[config.mk]
export PLATFORM = sky130hd
export DESIGN_NAME = pipe_skid_reg
export DESIGN_NICKNAME = d
export VERILOG_FILES = /design/src/rtl/pipe_skid_reg.sv
export SDC_FILE = /design/constraint.sdc
export NUM_CORES = 1
export LEC_CHECK = 0
export BUFFER_PORTS_ARGS = -buffer_cell sky130_fd_sc_hd__buf_4
export CORE_ASPECT_RATIO = 1.2
export CORE_UTILIZATION = 50
export DETAILED_ROUTE_END_ITERATION = 8
export PLACE_DENSITY = 0.76
export SLEW_MARGIN = 40
export SYNTH_ARGS = -nofsm -noshare
export SYNTH_HDL_FRONTEND = slang
export SYNTH_SLANG_ARGS = --single-unit
[constraint.sdc]
create_clock -name clk -period 10.07 [get_ports clk]
set_clock_uncertainty 0.05 [all_clocks]
set_input_delay 2.014 -clock clk [delete_from_list [all_inputs] [get_ports clk]]
set_output_delay 2.014 -clock clk [all_outputs]
set_load 0.01 [all_outputs]
[src/rtl/pipe_skid_reg.sv]
// Inter-stage pipeline register with valid/ready handshake and a one-entry skid buffer.
// The skid entry absorbs the word that arrives on the cycle a stall begins, so in_ready can be registered.
module pipe_skid_reg #(
    parameter int                 WIDTH       = 32,
    parameter logic [WIDTH-1:0]   BUBBLE_DATA = '0,
    parameter int                 CNT_W       = 16
) (
    input  logic              clk,
    input  logic              rst,
    input  logic              flush,
    input  logic              in_valid,
    input  logic [WIDTH-1:0]  in_data,
    output logic              in_ready,
    output logic              out_valid,
    output logic [WIDTH-1:0]  out_data,
    input  logic              out_ready,
    output logic [1:0]        occupancy,
    output logic [CNT_W-1:0]  stall_cycles
);

    // Encoding equals the number of held words, so occupancy is the state itself.
    typedef enum logic [1:0] {
        EMPTY = 2'd0,
        ONE   = 2'd1,
        FULL  = 2'd2
    } state_t;

    state_t             state;
    state_t             state_next;
    logic [WIDTH-1:0]   main_data;
    logic [WIDTH-1:0]   skid_data;
    logic               main_valid;
    logic               skid_valid;
    logic               in_xfer;
    logic               out_xfer;
    logic               load_main_in;
    logic               load_main_skid;
    logic               load_skid;

    // NOTE: sequential state uses non-blocking assignments so every register samples pre-edge values.
    always_ff @(posedge clk or negedge rst) begin
        if (!rst) begin
            state <= EMPTY;
        end else begin
            state <= state_next;
        end
    end

    always_comb begin
        in_xfer        = in_valid && in_ready && !flush;
        out_xfer       = out_valid && out_ready;
        state_next     = state;
        load_main_in   = 1'b0;
        load_main_skid = 1'b0;
        load_skid      = 1'b0;
        case (state)
            EMPTY: begin
                if (in_xfer) begin
                    state_next   = ONE;
                    load_main_in = 1'b1;
                end
            end
            ONE: begin
                case ({out_xfer, in_xfer})
                    2'b11:   load_main_in = 1'b1;
                    2'b10:   state_next   = EMPTY;
                    2'b01: begin
                        state_next = FULL;
                        load_skid  = 1'b1;
                    end
                    default: state_next   = ONE;
                endcase
            end
            FULL: begin
                if (out_xfer) begin
                    state_next     = ONE;
                    load_main_skid = 1'b1;
                end
            end
            default: state_next = EMPTY;
        endcase
        // A redirect squashes everything held, including a word offered this cycle.
        if (flush) begin
            state_next = EMPTY;
        end
    end

    always_comb begin
        main_valid = (state != EMPTY);
        skid_valid = (state == FULL);
        in_ready   = !skid_valid;
        out_valid  = main_valid;
        out_data   = main_valid ? main_data : BUBBLE_DATA;
        occupancy  = state;
    end

    // NOTE: payload registers carry no reset; their contents are never visible without a valid.
    always_ff @(posedge clk) begin
        if (load_main_in) begin
            main_data <= in_data;
        end else if (load_main_skid) begin
            main_data <= skid_data;
        end
        if (load_skid) begin
            skid_data <= in_data;
        end
    end

    // Saturating stall counter; survives flush so it reflects total back-pressure.
    always_ff @(posedge clk or negedge rst) begin
        if (!rst) begin
            stall_cycles <= '0;
        end else if (out_valid && !out_ready && (stall_cycles != {CNT_W{1'b1}})) begin
            stall_cycles <= stall_cycles + 1'b1;
        end
    end

endmodule

; ---- After elaboration in Yosys (flattened, before gate mapping)
; Index checks and enable logic that the tools add are counted.
[word_totals]
regBits = 82
[op_classes]
n_reduce_logical = 12
addsub = 1
muxes = 15
eq_ne = 9
[op_table]
columns = cell, count
row1 = 2-to-1 mux 32 bit, 3
row2 = adder 16 x 1 -> 16 bit (second input constant), 1
row3 = != test 16 bit (second input constant), 1
row4 = case mux 2 bit (3 select lines), 2
row5 = == test 2 bit (second input constant), 3
row6 = 2-to-1 mux 1 bit, 6
row7 = 2-to-1 mux 2 bit, 3
row8 = != test 3 bit (second input constant), 2
row9 = logical AND 1 bit, 5
row10 = == test 2 x 1 -> 1 bit (second input constant), 2
row11 = nonzero test 2 bit, 2
row12 = zero test 1 bit, 3
row13 = != test 3 x 2 -> 1 bit (second input constant), 1
row14 = AND reduction 3 bit, 1
row15 = zero test 2 bit, 1
row16 = case mux 1 bit (2 select lines), 1

; ---- Depth between registers and ports, before layout
[logic_depth]
word_depth = 8
mapped_depth = 8
depth_no_buf = 6

; ---- Worst setup path after synthesis
; Ideal clock, no wire load.
[synth_timing]
kind = input -> register
start = input flush
end = register skid_data[0], enable pin
path_stages = 2
arrival_time_ns = 5.540
setup_time_ns = 0.513
setup_slack_ns = 3.966
cell_sequence = nand2b_1 > nor4b_1
[synth_between]
elab_chain_len = 5
[synth_rtl]
columns = element, line
row1 = start: declaration, 10  ; input logic flush,
row2 = zero test 1 bit, 50  ; in_xfer = in_valid && in_ready && !flush;
row3 = logical AND 1 bit, 50
row4 = == test 2 x 1 -> 1 bit, 64  ; case ({out_xfer, in_xfer})
row5 = 2-to-1 mux 1 bit, 64
row6 = 2-to-1 mux 1 bit, 56  ; case (state)
row7 = via load_skid, 38  ; logic load_skid;
row8 = end signal: assignment, 105  ; skid_data <= in_data;
row9 = end: declaration, 31  ; logic [WIDTH-1:0] skid_data;
; The timed path passes the listed nets, and every way through them passes these cells.
; A chain may end at the register's enable or synchronous reset.

; ---- Worst setup path after layout
[layout_timing]
start = register state[1], in the netlist occupancy[1]
end = output out_data[5]
[layout_between]
elab_chain_len = 2
[layout_rtl]
columns = element, line
row1 = start: declaration, 28  ; state_t state;
row2 = start signal: assignment, 45  ; state <= state_next;
row3 = nonzero test 2 bit, 89  ; main_valid = (state != EMPTY);
row4 = 2-to-1 mux 32 bit, 93  ; out_data = main_valid ? main_data : BUBBLE_DATA;
row5 = end: declaration, 15  ; output logic [WIDTH-1:0] out_data,
; No other way between the ends.

==> results_dict.tcl <==
set metrics [dict create \
    grt_max_degree 36 \
    static-leakage-power_nw 1.89 \
    fin_tns_setup_ns 0 \
    path_max_fanout 35 \
    fp.dieArea_um2 7390 \
    clkTransAtPathRegs_ns 0.08 \
    grt.overflow.total 0 \
    intPower_uw 583 \
    cp_top_family "simple AND/OR/NAND/NOR gates" \
    synthSimpleGateAreaFrac 0.139 \
    grt.total_usage 0.191 \
    synthCells 228 \
    worstSkewPairLatency_ns 0.34 \
    status "complete, no violations" \
    synth_most_common_cell "edfxtp_1" \
    ant_nets 0 \
    post_drt_wl_per_cell_um 16.1 \
    post-route-util 0.660 \
    synth_adder_area_share 0.00710 \
    core.rowCount 33 \
    post_cts_buffers 0 \
    ys_warn_count 0 \
    root_buffer "clkbuf_8" \
    syn_avg_cell_area_um2 15.5 \
    vias 2189 \
    cts-resized-gates 0 \
    nFillCells 510 \
    p_comb_frac 0.139 \
    whs_ns 0.476 \
    critPathSlowestCell "or2_2" \
    synth_compound_area_frac 0.00994 \
    cts_buffers 9 \
    drtPass1Iterations 4 \
    seqPwrFrac 0.524 \
    finalHoldViolCount 0 \
    hpwl_mm 4.50 \
    power_uw 768 \
    cp_num_buf_inv 1 \
    power_switching_share 0.241 \
    synth_top_family_by_area "simple AND/OR/NAND/NOR gates" \
    p_clk_frac 0.337 \
    numPortBuffers 88 \
    drt_iter0_drc 71 \
    synth_cell_types 35 \
    worstPathCellList "or2_2 > and2_1 > buf_4" \
    period_share 0.385 \
    fin_crit_ns 3.87 \
    netlist_top_cells_count "edfxtp_1, and2_1, mux2_2" \
    cts_tree "done" \
    critical_path_arrival_ns 1.81 \
    ys.flop_type "edfxtp_1" \
    layout.nets 360 \
    slew-limit-headroom 0.530 \
    seq_area_frac_synth 0.673 \
    synth-xor-area-share 0.0373 \
    finalWeightedCongestion 0.804 \
    synth.area.mux_share 0.108 \
    grt_pass1_vias 2221 \
    grt_pass1_wl_mm 10.7 \
    die_w_um 78.6 \
    worstSetupPathType "flop to output port" \
    n_antenna_cell 0 \
    synthArstFlopShare 0.220 \
    yosys.area.top_type "edfxtp_1" \
    wirelength_mm 6.66 \
    cp_slowest_stage_delay_ns 0.58 \
    ir_drop_uv 134 \
    ys_seq_elements 82 \
    io-pin-count 89 \
    synth_top_area_share 0.545 \
    areaGrowthSynthToFinish_pct 27.6 \
    cp-end-kind "output port" \
    hp-class "flop to flop" \
    power.net_switching_uw 185 \
    start_kind "flop" \
    drive_gt1_frac 0.448 \
    initial_core_util 0.517 \
    drv_slew 0 \
    fmax_ghz 0.258 \
    cts_buffer_depth 2 \
    worst_slew_pin_slew_ns 0.700 \
    power.density_nw_per_um2 171 \
    maxCapViolations 0 \
    setup-violations-final 0 \
    h-tree-depth 3 \
    syn_area_um2 3520 \
    rsz0062_at_grt "no" \
    drc_errors 0 \
    core_area_um2 6810 \
    die_y_um 94.0 \
    critical_path_required_ns 8.01 \
    ctsHoldBuffers 0 \
    syn-num-nets 267 \
    synth_edf_count 64 \
    viasPerCell 5.30 \
    grt_antenna_before_repair 0 \
    cts_sinks 82 \
    yosys-top-cells-area "edfxtp_1, dfrtp_1, mux2_2, and2_1, xor2_1" \
]
## power groups by stage
stage | Clock [mW] | Sequential, mW | Combinational [mW]
2_1_floorplan | 0 | 0.411 | 0.0509
3_3_place_gp | 0 | 0.410 | 0.103
3_5_place_dp | 0 | 0.410 | 0.108
6_report | 0.259 | 0.403 | 0.107
4_1_cts | 0.265 | 0.403 | 0.109
5_1_grt | 0.278 | 0.406 | 0.117
## per-stage QoR
step                std cells  area [µm²]  setup WS, ns
finish                    413        4490          6.20
CTS                       413        4490          6.18
global placement          395        4250          6.29
floorplan                 228        3520          3.97
detailed placement        397        4280          6.37
global route              413        4490          6.10
## layer usage
metal  global-route usage  vias to the layer above  wire [µm]
li1                     -                     1022          -
met1                0.243                     1095       2770
met2                0.315                       67       3440
met3               0.0476                        5        407
met4               0.0694                        0         48
met5                    0                        -          0
## cell type report
cell class	instances	area [µm²]	share of cell area
clock buffers	10	128	0.0284
clock inverters	6	91.3	0.0203
inverters	2	7.51	0.00167
multi-input cells	134	1080	0.241
flip-flops and latches	82	2370	0.528
well taps	87	109	0.0242
repair buffers	92	706	0.157
## logic make-up after synthesis
| group | Yosys count |
|---|---|
| buffers and inverters | 12 |
| multiplexers | 34 |
| AND/OR/NAND/NOR | 78 |
| AO/OA/AOI/OAI | 5 |
| XOR/XNOR | 15 |
| adder cells (fa/ha/maj) | 2 |
| flip-flops | 82 |
## flip-flops by register name (all words and copies together), names as in the netlist
name and count:
main_data 32, skid_data 32, stall_cycles 16, occupancy 2
## cells in the final DEF, fill, tap and decap left out, drive strengths merged, types with 7 or more instances in the layout
cell	instances
buf	92
edfxtp	64
mux2	33
and2	32
dfrtp	18
xor2	15
nand2	10
clkbuf	10
nor4	7
## final timing paths
path	startpoint	endpoint	slack, ns	cells past startpoint
worst min-delay path	stall_cycles[15]	stall_cycles[15]	0.48	1
min in group asynchronous	rst	stall_cycles[13]	1.49	1
worst min register to register	stall_cycles[15]	stall_cycles[15]	0.48	1
max in group asynchronous	rst	stall_cycles[3]	8.28	1
worst max-delay path	occupancy[1]	out_data[5]	6.20	3
worst max register to register	stall_cycles[0]	stall_cycles[1]	7.91	5
Note: power is estimated with default switching activity, not from simulation.
